==> config.mk <==
export PLATFORM = sky130hd
export DESIGN_NAME = seg7_scan
export DESIGN_NICKNAME = d
export VERILOG_FILES = /design/src/rtl/seg7_scan.sv
export SDC_FILE = /design/constraint.sdc
export NUM_CORES = 1
export LEC_CHECK = 0
export ABC_AREA = 1
export CAP_MARGIN = 40
export CORE_ASPECT_RATIO = 0.9
export CORE_MARGIN = 8
export CORE_UTILIZATION = 51
export CTS_CLUSTER_DIAMETER = 30
export DETAILED_ROUTE_END_ITERATION = 10
export PLACE_DENSITY = 0.84
export SLEW_MARGIN = 5
export SYNTH_ARGS = -nofsm -noshare
export SYNTH_HDL_FRONTEND = slang
export SYNTH_SLANG_ARGS = --single-unit
==> constraint.sdc <==
create_clock -name CLK1K -period 5.6 [get_ports CLK1K]
set_input_delay 1.12 -clock CLK1K [delete_from_list [all_inputs] [get_ports CLK1K]]
set_output_delay 1.12 -clock CLK1K [all_outputs]
set_load 0.03 [all_outputs]
==> src/rtl/seg7_scan.sv <==
// Six-digit multiplexed 7-segment driver for an HH:MM:SS display. Each digit slot opens
// with a blank guard cycle. Set-mode blink is per field, and the hours tens digit can be blanked.
module seg7_scan #(
  parameter int unsigned SCAN_DIV   = 4,
  parameter int unsigned BLINK_HALF = 500
) (
  input  logic       CLK1K,
  input  logic       RST,
  input  logic [7:0] BCD_S,
  input  logic [7:0] BCD_M,
  input  logic [7:0] BCD_H,
  input  logic [2:0] BLINK,
  input  logic       COLON,
  input  logic       LZB,
  output logic [6:0] SEG,
  output logic       DP,
  output logic [5:0] COM
);

  localparam int unsigned DivW = (SCAN_DIV > 1) ? $clog2(SCAN_DIV) : 1;
  localparam int unsigned BlkW = (BLINK_HALF > 1) ? $clog2(BLINK_HALF) : 1;

  logic [DivW-1:0] div_cnt_q, div_cnt_d;
  logic [BlkW-1:0] blk_cnt_q, blk_cnt_d;
  logic [2:0]      idx_q, idx_d;
  logic            phase_q, phase_d;
  logic [6:0]      seg_d;
  logic            dp_d;
  logic [5:0]      com_d;

  logic            div_wrap, blk_wrap;
  logic [3:0]      nibble;
  logic [6:0]      glyph;
  logic            field_blink, blank;

  // Scan and blink counters
  always_comb begin
    div_wrap  = (div_cnt_q == DivW'(SCAN_DIV - 1));
    blk_wrap  = (blk_cnt_q == BlkW'(BLINK_HALF - 1));
    div_cnt_d = div_wrap ? '0 : div_cnt_q + 1'b1;
    idx_d     = idx_q;
    if (div_wrap) begin
      idx_d = (idx_q == 3'd5) ? 3'd0 : idx_q + 3'd1;
    end
    blk_cnt_d = blk_wrap ? '0 : blk_cnt_q + 1'b1;
    phase_d   = blk_wrap ? ~phase_q : phase_q;
  end

  // Digit select, decode and blanking from the current (pre-edge) slot
  always_comb begin
    nibble = 4'h0;
    case (idx_q)
      3'd0:    nibble = BCD_S[3:0];
      3'd1:    nibble = BCD_S[7:4];
      3'd2:    nibble = BCD_M[3:0];
      3'd3:    nibble = BCD_M[7:4];
      3'd4:    nibble = BCD_H[3:0];
      3'd5:    nibble = BCD_H[7:4];
      default: nibble = 4'h0;
    endcase

    case (nibble)
      4'd0:    glyph = 7'b0111111;
      4'd1:    glyph = 7'b0000110;
      4'd2:    glyph = 7'b1011011;
      4'd3:    glyph = 7'b1001111;
      4'd4:    glyph = 7'b1100110;
      4'd5:    glyph = 7'b1101101;
      4'd6:    glyph = 7'b1111101;
      4'd7:    glyph = 7'b0000111;
      4'd8:    glyph = 7'b1111111;
      4'd9:    glyph = 7'b1101111;
      default: glyph = 7'b1111001;  // non-BCD shows 'E'
    endcase

    case (idx_q[2:1])
      2'd0:    field_blink = BLINK[0];
      2'd1:    field_blink = BLINK[1];
      default: field_blink = BLINK[2];
    endcase

    blank = (field_blink && !phase_q) ||
            ((idx_q == 3'd5) && LZB && (BCD_H[7:4] == 4'h0));

    seg_d = 7'b0;
    dp_d  = 1'b0;
    com_d = 6'b0;
    if (div_cnt_q != '0) begin
      com_d = 6'b000001 << idx_q;
      if (!blank) begin
        seg_d = glyph;
        dp_d  = COLON && ((idx_q == 3'd2) || (idx_q == 3'd4));
      end
    end
  end

  always_ff @(posedge CLK1K) begin
    if (RST) begin
      div_cnt_q <= '0;
      idx_q     <= 3'd0;
      blk_cnt_q <= '0;
      phase_q   <= 1'b1;
      SEG       <= 7'b0;
      DP        <= 1'b0;
      COM       <= 6'b0;
    end else begin
      div_cnt_q <= div_cnt_d;
      idx_q     <= idx_d;
      blk_cnt_q <= blk_cnt_d;
      phase_q   <= phase_d;
      SEG       <= seg_d;
      DP        <= dp_d;
      COM       <= com_d;
    end
  end

endmodule
Word-level counts from Yosys, hierarchy flattened
Memories as Yosys holds them, arrays and structs flattened. A register that Yosys moved wholly into a read port is not among the register bits.
Cells that the tools add are included.
{"block": "totals", "register_bits": 22, "latch_bits": 0, "ram_bits": 0, "mem_bits_ro": 112, "wordCells": 39, "memories": 1}
{"name": "(no name shown)", "words": 16, "word_bits": 7, "rd": 1, "rd_clocked_by_memory_dff": 1, "wr": 0, "line": "62", "source": "case (nibble)"}
{"block": "classes", "addsub": 3, "n_mul": 0, "div": 0, "order_cmp": 0, "n_eq_ne": 8, "n_shift": 1, "n_mux": 3, "bitwise_logic": 2, "reduce_logical": 15}
{"operator": "$pmux 4 s6", "count": 1}
{"operator": "$add 9x1->9 const B", "count": 1}
{"operator": "$eq 9x9->1 const B", "count": 1}
{"operator": "$eq 3x2->1 const B", "count": 2}
{"operator": "$eq 3x3->1 const B", "count": 2}
{"operator": "$reduce_or 2->1", "count": 3}
{"operator": "$shl 1x3->6 const A", "count": 1}
{"operator": "$logic_and 1x1->1", "count": 4}
{"operator": "$logic_not 4->1", "count": 1}
{"operator": "$add 3x1->3 const B", "count": 1}
{"operator": "$eq 3x1->1 const B", "count": 1}
{"operator": "$logic_not 3->1", "count": 1}
{"operator": "$mux 3", "count": 1}
{"operator": "$reduce_or 3->1", "count": 1}
{"operator": "$add 2x1->2 const B", "count": 1}
{"operator": "$eq 2x1->1 const B", "count": 1}
{"operator": "$eq 2x2->1 const B", "count": 1}
{"operator": "$logic_not 2->1", "count": 1}
{"operator": "$logic_or 1x1->1", "count": 2}
{"operator": "$not 1->1", "count": 2}
{"operator": "$pmux 1 s2", "count": 1}
{"operator": "$reduce_bool 2->1", "count": 1}
{"operator": "$logic_not 1->1", "count": 1}

Logic depth before layout (Yosys ltp)
Gate-level depths: netlist of the first run.
{"block": "logic_depth", "word_depth": 5, "ltp_mapped": 16, "mapped_depth_nobuf": 15}

Worst setup path after synthesis of the first run
No wires, ideal clock.
{"block": "synth_timing", "path_type": "input-to-reg", "start": "in BCD_M[4]", "end": "reg SEG[3]", "setup_ps": 124, "arrival_ps": 2122, "t_required_ps": 5476, "setup_slack_ps": 3354, "cell_stages": 12, "cell_sequence": "nand2_1 -> inv_1 -> a31oi_1 -> nand2_1 -> nand2_1 -> inv_1 -> ha_1 -> inv_1 -> nand3_1 -> nand2_1 -> nor2_1 -> nor2_1"}
{"block": "synth_via", "elab_chain_len": 1}
{"element": "start: declaration", "line": "10", "source": "input logic [7:0] BCD_M,"}
{"element": "$pmux 4 s6", "line": "52", "source": "case (idx_q)"}
{"element": "end: declaration", "line": "15", "source": "output logic [6:0] SEG,"}
Every way passes these cells.
A chain may end at the register's enable or synchronous reset.

Worst setup path after layout of the first run
{"block": "layout_timing", "start": "reg idx_q[2]", "end": "reg SEG[3]"}
{"block": "layout_via", "elab_chain_len": 5}
{"element": "start: declaration", "line": "25", "source": "logic [2:0] idx_q, idx_d;"}
{"element": "start signal: assignment", "line": "108", "source": "idx_q <= idx_d;"}
{"element": "$eq 2x1->1, or another cell as far along", "line": "76", "source": "case (idx_q[2:1])"}
{"element": "$pmux 1 s2 or $logic_and 1x1->1 (tied branches)", "line": "76, 83"}
{"element": "$logic_and 1x1->1 (on tied branches)", "line": "82, 83"}
{"element": "$logic_or 1x1->1", "line": "82", "source": "blank = (field_blink && !phase_q) ||"}
{"element": "$reduce_or 3->1 (no line)"}
Several ways; a longest one is shown, not always the timed one.

==> out/results.md, run 1 <==
## Setup path
* 3.10 ns — flop2flop setup slack
* reg -> reg — worst setup path class
* inv_2 > ha_1 > nand2_1 > inv_1 > a31oi_1 > nand2_1 > nand2_1 > inv_1 > ha_1 > inv_1 > nand3_1 > nand2_1 > nor2_1 > nor2_1 — worst-path cell chain
* flip-flop — Setup crit start kind
* adder cells — Worst path top cell family by delay
* sky130_fd_sc_hd__nand2_1 — cell mode on critical path
* 2.71 ns — data arrival at the endpoint of the critical path
* 18 — largest fanout on the critical path
* 4 — Bufs and invs on worst path
* sky130_fd_sc_hd__dfxtp_1 — slowest cell on the critical path
* flip-flop — capturing element type of the critical path
* 0.60 ns — largest stage delay on the critical path
* 5.81 ns — endpoint required time on the critical path

## CTS
* done — CTS tree
* sky130_fd_sc_hd__clkbuf_4 — CTS Root Buffer Type
* 0.33 ns — insertion delay of the later-clocked pin in the worst-skew pair
* 29 — clock sink count
* 0 — Post-CTS Setup Repair Bufs
* 0 — total of hold buffers inserted after clock tree synthesis
* 2 — Clock Tree Buf Depth
* 0 — Post-CTS Resized
* 0.11 ns — clock-pin transition on the worst setup and hold timing paths
* 5 — Num CTS Buffers
* 2 — number of H-tree levels

## Finish
* sky130_fd_sc_hd__clkdlybuf4s50_1, sky130_fd_sc_hd__nand2_1, sky130_fd_sc_hd__nor2_1 — commonest cells after routing, fill and taps aside
* 2130 um2 — Layout Cell Area excl Fill
* 0.699 — end-of-flow core utilization
* 0 — Antenna diodes
* sky130_fd_sc_hd__clkdlybuf4s50_1 — leading cell type in the layout, fill and taps excluded
* 0.114 — fraction of layout instances using a drive strength above 1
* 31.5% — Area growth, synth to finish
* 313 — final cell count without fillers
* 311 — number of nets in the finished design
* 271 — number of fillers in the final layout

## Power
* 0.259 — clock group share of total power
* 228 nW/um2 — power per unit of standard cell area
* 0.331 — switching portion of total power
* 0.273 — part of the total power dissipated in combinational logic
* 0.000324 W — internal power
* 0.000485 W — total power draw
* 0.111 mV — maximum VDD drop
* 0.468 — Reg power frac
* 0.972 nW — Leak Pwr
* 0.000161 W — P_sw

## Timing
* 0 — number of failing hold endpoints at the final stage
* 2.50 ns — Final Critical Period
* 0.630 — Rel. slew slack
* 0 ns — sum of negative setup slack
* 0 — number of failing setup endpoints in the final timing report
* 0.0121 ns — Clock Skews
* 0.554 ns — slew at the pin closest to its max-slew limit
* false — setup repair after global routing missed its margin
* 0 — final slew viol count
* 0.446 — final period utilization
* 400 MHz — Max Clk Rate

## Die
* 75.4 um — Die W
* 5240 um2 — floorplan die area
* 0.532 — starting density of the core
* 19 — count of standard-cell rows
* 3040 um2 — placeable core region
* 69.5 um — die span in y
* 45 — IO Pins

## Worst hold path
* reg -> reg — worst min path class

## Yosys
* 30 — Synth cell types
* 29 — number of synthesized register bits
* sky130_fd_sc_hd__dfxtp_1 — top_reg_cell synth
* 0.359 — fraction of the yosys area taken by sequential cells
* 264 — Net Count, Synth
* 1620 um2 — Mapped Area
* 7.26 um2 — mean cell area of the mapped netlist
* 0 — FFs w/ async S/R, synth
* 223 — number of instances in the synthesized netlist
* 0 — number of enable flip-flop cells after synthesis
* 0 — Syn. warnings

## Global routing
* 0 — global-route congestion overflow total
* 0.151 — Total Routing Usage GR
* 0 — number of antenna violations at the first check in global routing
* 1496 — number of global-route vias before repair
* 6320 um — first-pass GRT wire length
* 19 — largest net degree at the start of global routing

## Drt
* 12.1 um — per-cell routed wire length
* 3780 um — final WL
* 1532 — via count
* 0 — post-route ant nets
* 5 — first-pass iteration count of the detailed router
* 0 — Post-route DRC
* 4.89 — routed vias/inst
* 51 — drt first-iter violations

## Placed design
* 305 — post-placement cell count
* 44 — buffers added on ports
* 3080 um — detailed placer's ending HPWL
* 0.873 — placer congestion estimate
* 2070 um2 — placed standard-cell area

## Job
* 0 — max_cap viols

## Outcome
* finished clean — status

-- cell usage after synthesis, drive strengths merged, types with 5 or more instances --
cell type | instances | area [um2]
nand2 | 46 | 203
o21ai | 5 | 32.5
nand3 | 24 | 125
nor2 | 39 | 180
a31oi | 5 | 37.5
dfxtp | 29 | 581
ha | 10 | 125
inv | 34 | 133
nand4 | 6 | 37.5
a21oi | 6 | 30.0
-- worst reg2reg max path: stages, from the launching register on --
cell and delay (ns):
sky130_fd_sc_hd__dfxtp_1 0.60, sky130_fd_sc_hd__inv_2 0.25, sky130_fd_sc_hd__ha_1 0.34, sky130_fd_sc_hd__nand2_1 0.09
sky130_fd_sc_hd__inv_1 0.04, sky130_fd_sc_hd__a31oi_1 0.12, sky130_fd_sc_hd__nand2_1 0.07, sky130_fd_sc_hd__nand2_1 0.18
sky130_fd_sc_hd__inv_1 0.10, sky130_fd_sc_hd__ha_1 0.28, sky130_fd_sc_hd__inv_1 0.03, sky130_fd_sc_hd__nand3_1 0.07
sky130_fd_sc_hd__nand2_1 0.07, sky130_fd_sc_hd__nor2_1 0.08, sky130_fd_sc_hd__nor2_1 0.04
-- kinds of logic (layout without fill, tap and decap cells) --
family                   Yosys count  after routing  share of synthesized area
AND/OR/NAND/NOR                  125            125                      0.374
adder cells (fa/ha/maj)           10             10                     0.0773
buffers and inverters             38             86                      0.106
flip-flops                        29             29                      0.359
AO/OA/AOI/OAI                     21             21                     0.0842
-- area by class of cell --
cell class	instances	area, um2	area share
sequential	29	581	0.273
multi-input combinational	156	867	0.407
clock inverter	3	17.5	0.00823
tap	42	52.6	0.0247
timing repair buffer	44	440	0.207
inverter	34	133	0.0623
clock buffer	5	37.5	0.0176
-- registers in the layout, indices dropped and copies added, names as in the netlist --
register / flops
idx_q: 3
blk_cnt_q: 9
SEG: 7
div_cnt_q: 2
phase_q: 1
COM: 6
DP: 1
-- worst paths after layout --
check / from / end / cells after the start
max: idx_q[2] / SEG[3] / 14
min: div_cnt_q[0] / div_cnt_q[0] / 1
min reg2reg: div_cnt_q[0] / div_cnt_q[0] / 1
max reg2reg: idx_q[2] / SEG[3] / 14
-- power by group through the flow --
| stage | combinational (W) | clock (W) | sequential (W) |
|---|---|---|---|
| floorplan | 0.0000710 | 0 | 0.000244 |
| global placement | 0.000130 | 0 | 0.000232 |
| detailed placement | 0.000133 | 0 | 0.000232 |
| CTS | 0.000133 | 0.000127 | 0.000227 |
| global route | 0.000147 | 0.000136 | 0.000228 |
| finish | 0.000133 | 0.000125 | 0.000227 |
-- metal layers --
metal	vias to the layer above	track usage	part of all wire
met5	-	0	0
met4	0	0.0448	0.0098
met3	6	0.0607	0.071
met2	43	0.250	0.47
met1	679	0.171	0.45
li1	804	-	-
-- through the flow --
stage | hold slack, ns | setup WS [ns]
2_1_floorplan | 0.417 | 3.35
3_3_place_gp | 0.433 | 2.82
3_5_place_dp | 0.446 | 2.77
4_1_cts | 0.462 | 3.11
5_1_grt | 0.489 | 2.85
6_report | 0.457 | 3.10
Note: power is estimated with default switching activity, not from simulation.
==> run 2: changes to the inputs <==
--- a/config.mk
+++ b/config.mk
@@ -9,10 +9,10 @@
 export CAP_MARGIN = 40
 export CORE_ASPECT_RATIO = 0.9
 export CORE_MARGIN = 8
-export CORE_UTILIZATION = 51
+export CORE_UTILIZATION = 43
 export CTS_CLUSTER_DIAMETER = 30
 export DETAILED_ROUTE_END_ITERATION = 10
-export PLACE_DENSITY = 0.84
+export PLACE_DENSITY = 0.76
 export SLEW_MARGIN = 5
 export SYNTH_ARGS = -nofsm -noshare
 export SYNTH_HDL_FRONTEND = slang
==> constraint.sdc (replaced) <==
create_clock -name CLK1K -period 2.1 [get_ports CLK1K]
set_input_delay 0.42 -clock CLK1K [delete_from_list [all_inputs] [get_ports CLK1K]]
set_output_delay 0.42 -clock CLK1K [all_outputs]
set_load 0.03 [all_outputs]
==> out/results.md, run 2 (same netlist as run 1, synthesis figures left out) <==
## CTS
* 29 — clock sink count, unchanged
* 2 — Clock Tree Buf Depth, unchanged
* 0.28 ns — insertion delay of the later-clocked pin in the worst-skew pair, -0.05 ns
* 5 — Num CTS Buffers, unchanged
* done — CTS tree
* 2 — number of H-tree levels, unchanged
* 0.06 ns — clock-pin transition on the worst setup and hold timing paths, -0.05 ns
* 0 — total of hold buffers inserted after clock tree synthesis, unchanged
* 0 — Post-CTS Setup Repair Bufs, unchanged
* sky130_fd_sc_hd__clkbuf_8 — CTS Root Buffer Type

## Drt
* 3560 um — final WL, -5.9%
* 4.66 — routed vias/inst, -4.8%
* 0 — Post-route DRC, unchanged
* 4 — first-pass iteration count of the detailed router, -1
* 51 — drt first-iter violations, unchanged
* 11.0 um — per-cell routed wire length, -8.6%
* 1500 — via count, -2.1%
* 0 — post-route ant nets, unchanged

## Placed design
* 0.0953 ns — dpl ws, -2.67 ns
* 44 — buffers added on ports, unchanged
* 0.861 — placer congestion estimate, -1.4%
* 2870 um — detailed placer's ending HPWL, -6.7%

## Finish
* blk_cnt_q — Reg with most FFs
* 581 um2 — register area, unchanged
* 9 — number of flip-flops under the largest register name, unchanged
* 316 — number of nets in the finished design, +1.6%
* 0 — Antenna diodes, unchanged
* 345 — number of fillers in the final layout, +27%
* sky130_fd_sc_hd__clkdlybuf4s50_1 — leading cell type in the layout, fill and taps excluded
* 867 um2 — area of combinational cells with multiple inputs, unchanged
* 0.130 — fraction of layout instances using a drive strength above 1, +0.0160
* 0.613 — end-of-flow core utilization, -0.0868
* blk_cnt_q (9), SEG (7), COM (6) — leading registers by flop count
* sky130_fd_sc_hd__clkdlybuf4s50_1, sky130_fd_sc_hd__nand2_1, sky130_fd_sc_hd__nor2_1 — commonest cells after routing, fill and taps aside
* 39.2% — Area growth, synth to finish

## Outcome
* finished clean — status

## Power
* 0.870 mV — maximum VDD drop, +680%
* 732 nW/um2 — power per unit of standard cell area, +220%
* 1.03 nW — Leak Pwr, +6.5%

## Timing
* 0.235 ns — fin worst setup slack, -2.87 ns
* 0.794 — Rel. slew slack, +0.164
* 0 — final slew viol count, unchanged
* 1.86 ns — Final Critical Period, -0.632 ns
* 0.888 — final period utilization, +0.442
* false — setup repair after global routing missed its margin
* 0.00438 ns — Clock Skews, -0.00773 ns
* 536 MHz — Max Clk Rate, +34%
* 0 — number of failing setup endpoints in the final timing report, unchanged
* 0.441 ns — hold slack, -0.0162 ns
* 0.308 ns — slew at the pin closest to its max-slew limit, -0.246 ns
* 0 ns — sum of negative setup slack, unchanged
* 0 — number of failing hold endpoints at the final stage, unchanged

## Global routing
* 18 — largest net degree at the start of global routing, -1
* 1429 — number of global-route vias before repair, -4.5%
* 5940 um — first-pass GRT wire length, -6.0%
* 0 — global-route congestion overflow total, unchanged
* 0.127 — Total Routing Usage GR, -0.0247
* 0 — number of antenna violations at the first check in global routing, unchanged

## Job
* 0 — max_cap viols, unchanged

## Setup path
* sky130_fd_sc_hd__inv_1 — cell mode on critical path
* reg -> reg — worst setup path class
* sky130_fd_sc_hd__dfxtp_1 — slowest cell on the critical path
* 0.39 ns — largest stage delay on the critical path, -0.21 ns
* flip-flop — capturing element type of the critical path
* 6 — largest fanout on the critical path, -12
* 2.26 ns — endpoint required time on the critical path, -3.55 ns
* simple AND/OR/NAND/NOR gates — Worst path top cell family by delay
* flip-flop — Setup crit start kind
* 2.02 ns — data arrival at the endpoint of the critical path, -0.69 ns
* buf_6 > inv_6 > nor2_8 > nand2_2 > o21ai_2 > inv_1 > nand2_1 > nand2_2 > inv_1 > ha_1 > inv_1 > nand3_1 > nand2_1 > nor2_1 > nor2_1 — worst-path cell chain
* 5 — Bufs and invs on worst path, +1

## Die
* 45 — IO Pins, unchanged
* 21 — count of standard-cell rows, +2
* 0.440 — starting density of the core, -0.0919
* 3680 um2 — placeable core region, +21%
* 80.7 um — Die W, +7.0%
* 74.2 um — die span in y, +6.9%
* 5990 um2 — floorplan die area, +14%

## Worst hold path
* reg -> reg — worst min path class

[run 2: cell types whose count changed in the layout (fill, tap and decap cells not counted)]
cell | previous run | this run
sky130_fd_sc_hd__clkbuf_8 | 0 | 5
sky130_fd_sc_hd__clkinv_2 | 2 | 1
sky130_fd_sc_hd__clkinvlp_4 | 1 | 0
sky130_fd_sc_hd__clkbuf_4 | 5 | 0
sky130_fd_sc_hd__bufinv_16 | 0 | 2
sky130_fd_sc_hd__buf_4 | 0 | 4
sky130_fd_sc_hd__buf_6 | 0 | 1
[run 2: repair_timing]
item                                   in CTS  in global routing
resized for setup                           0                  1
setup endpoints to repair                   0                  2
endpoints found under the hold margin       0                  0
[run 2: cell type report]
class,instances,area share
Multi-Input combinational cell,156,0.385
Clock buffer,5,0.0305
Inverter,34,0.0589
Clock inverter,3,0.0289
Sequential cell,29,0.258
Tap cell,46,0.0255
Timing Repair Buffer,49,0.214
[run 2: through the flow]
| stage | cells | power [W] | area, um2 |
|---|---|---|---|
| after floorplan | 223 | 0.000839 | 1620 |
| after CTS | 322 | 0.00166 | 2250 |
| after global routing | 322 | 0.00173 | 2250 |
| after detailed placement | 314 | 0.000979 | 2120 |
| final | 322 | 0.00165 | 2250 |
| after global placement | 314 | 0.000974 | 2120 |
[run 2: worst paths after layout]
path,start,endpoint,slack (ns),cells after the start
max,idx_q[1],SEG[5],0.24,15
min,div_cnt_q[0],div_cnt_q[0],0.44,1
max reg2reg,idx_q[1],SEG[5],0.24,15
min reg2reg,div_cnt_q[0],div_cnt_q[0],0.44,1
[run 2: per-layer routing]
layer	up-vias	GRT usage	part of all wire	routed length, um
met3	6	0.0471	0.066	234
met1	649	0.147	0.47	1660
met2	33	0.202	0.45	1600
met5	-	0	0	0
met4	0	0.0594	0.019	68
li1	812	-	-	-
[run 2: power breakdown]
group	internal, W	total (W)	switching [W]
sequential	0.000584	0.000596	0.0000124
combinational	0.000164	0.000370	0.000206
clock	0.000471	0.000683	0.000213
total	0.00122	0.00165	0.000431
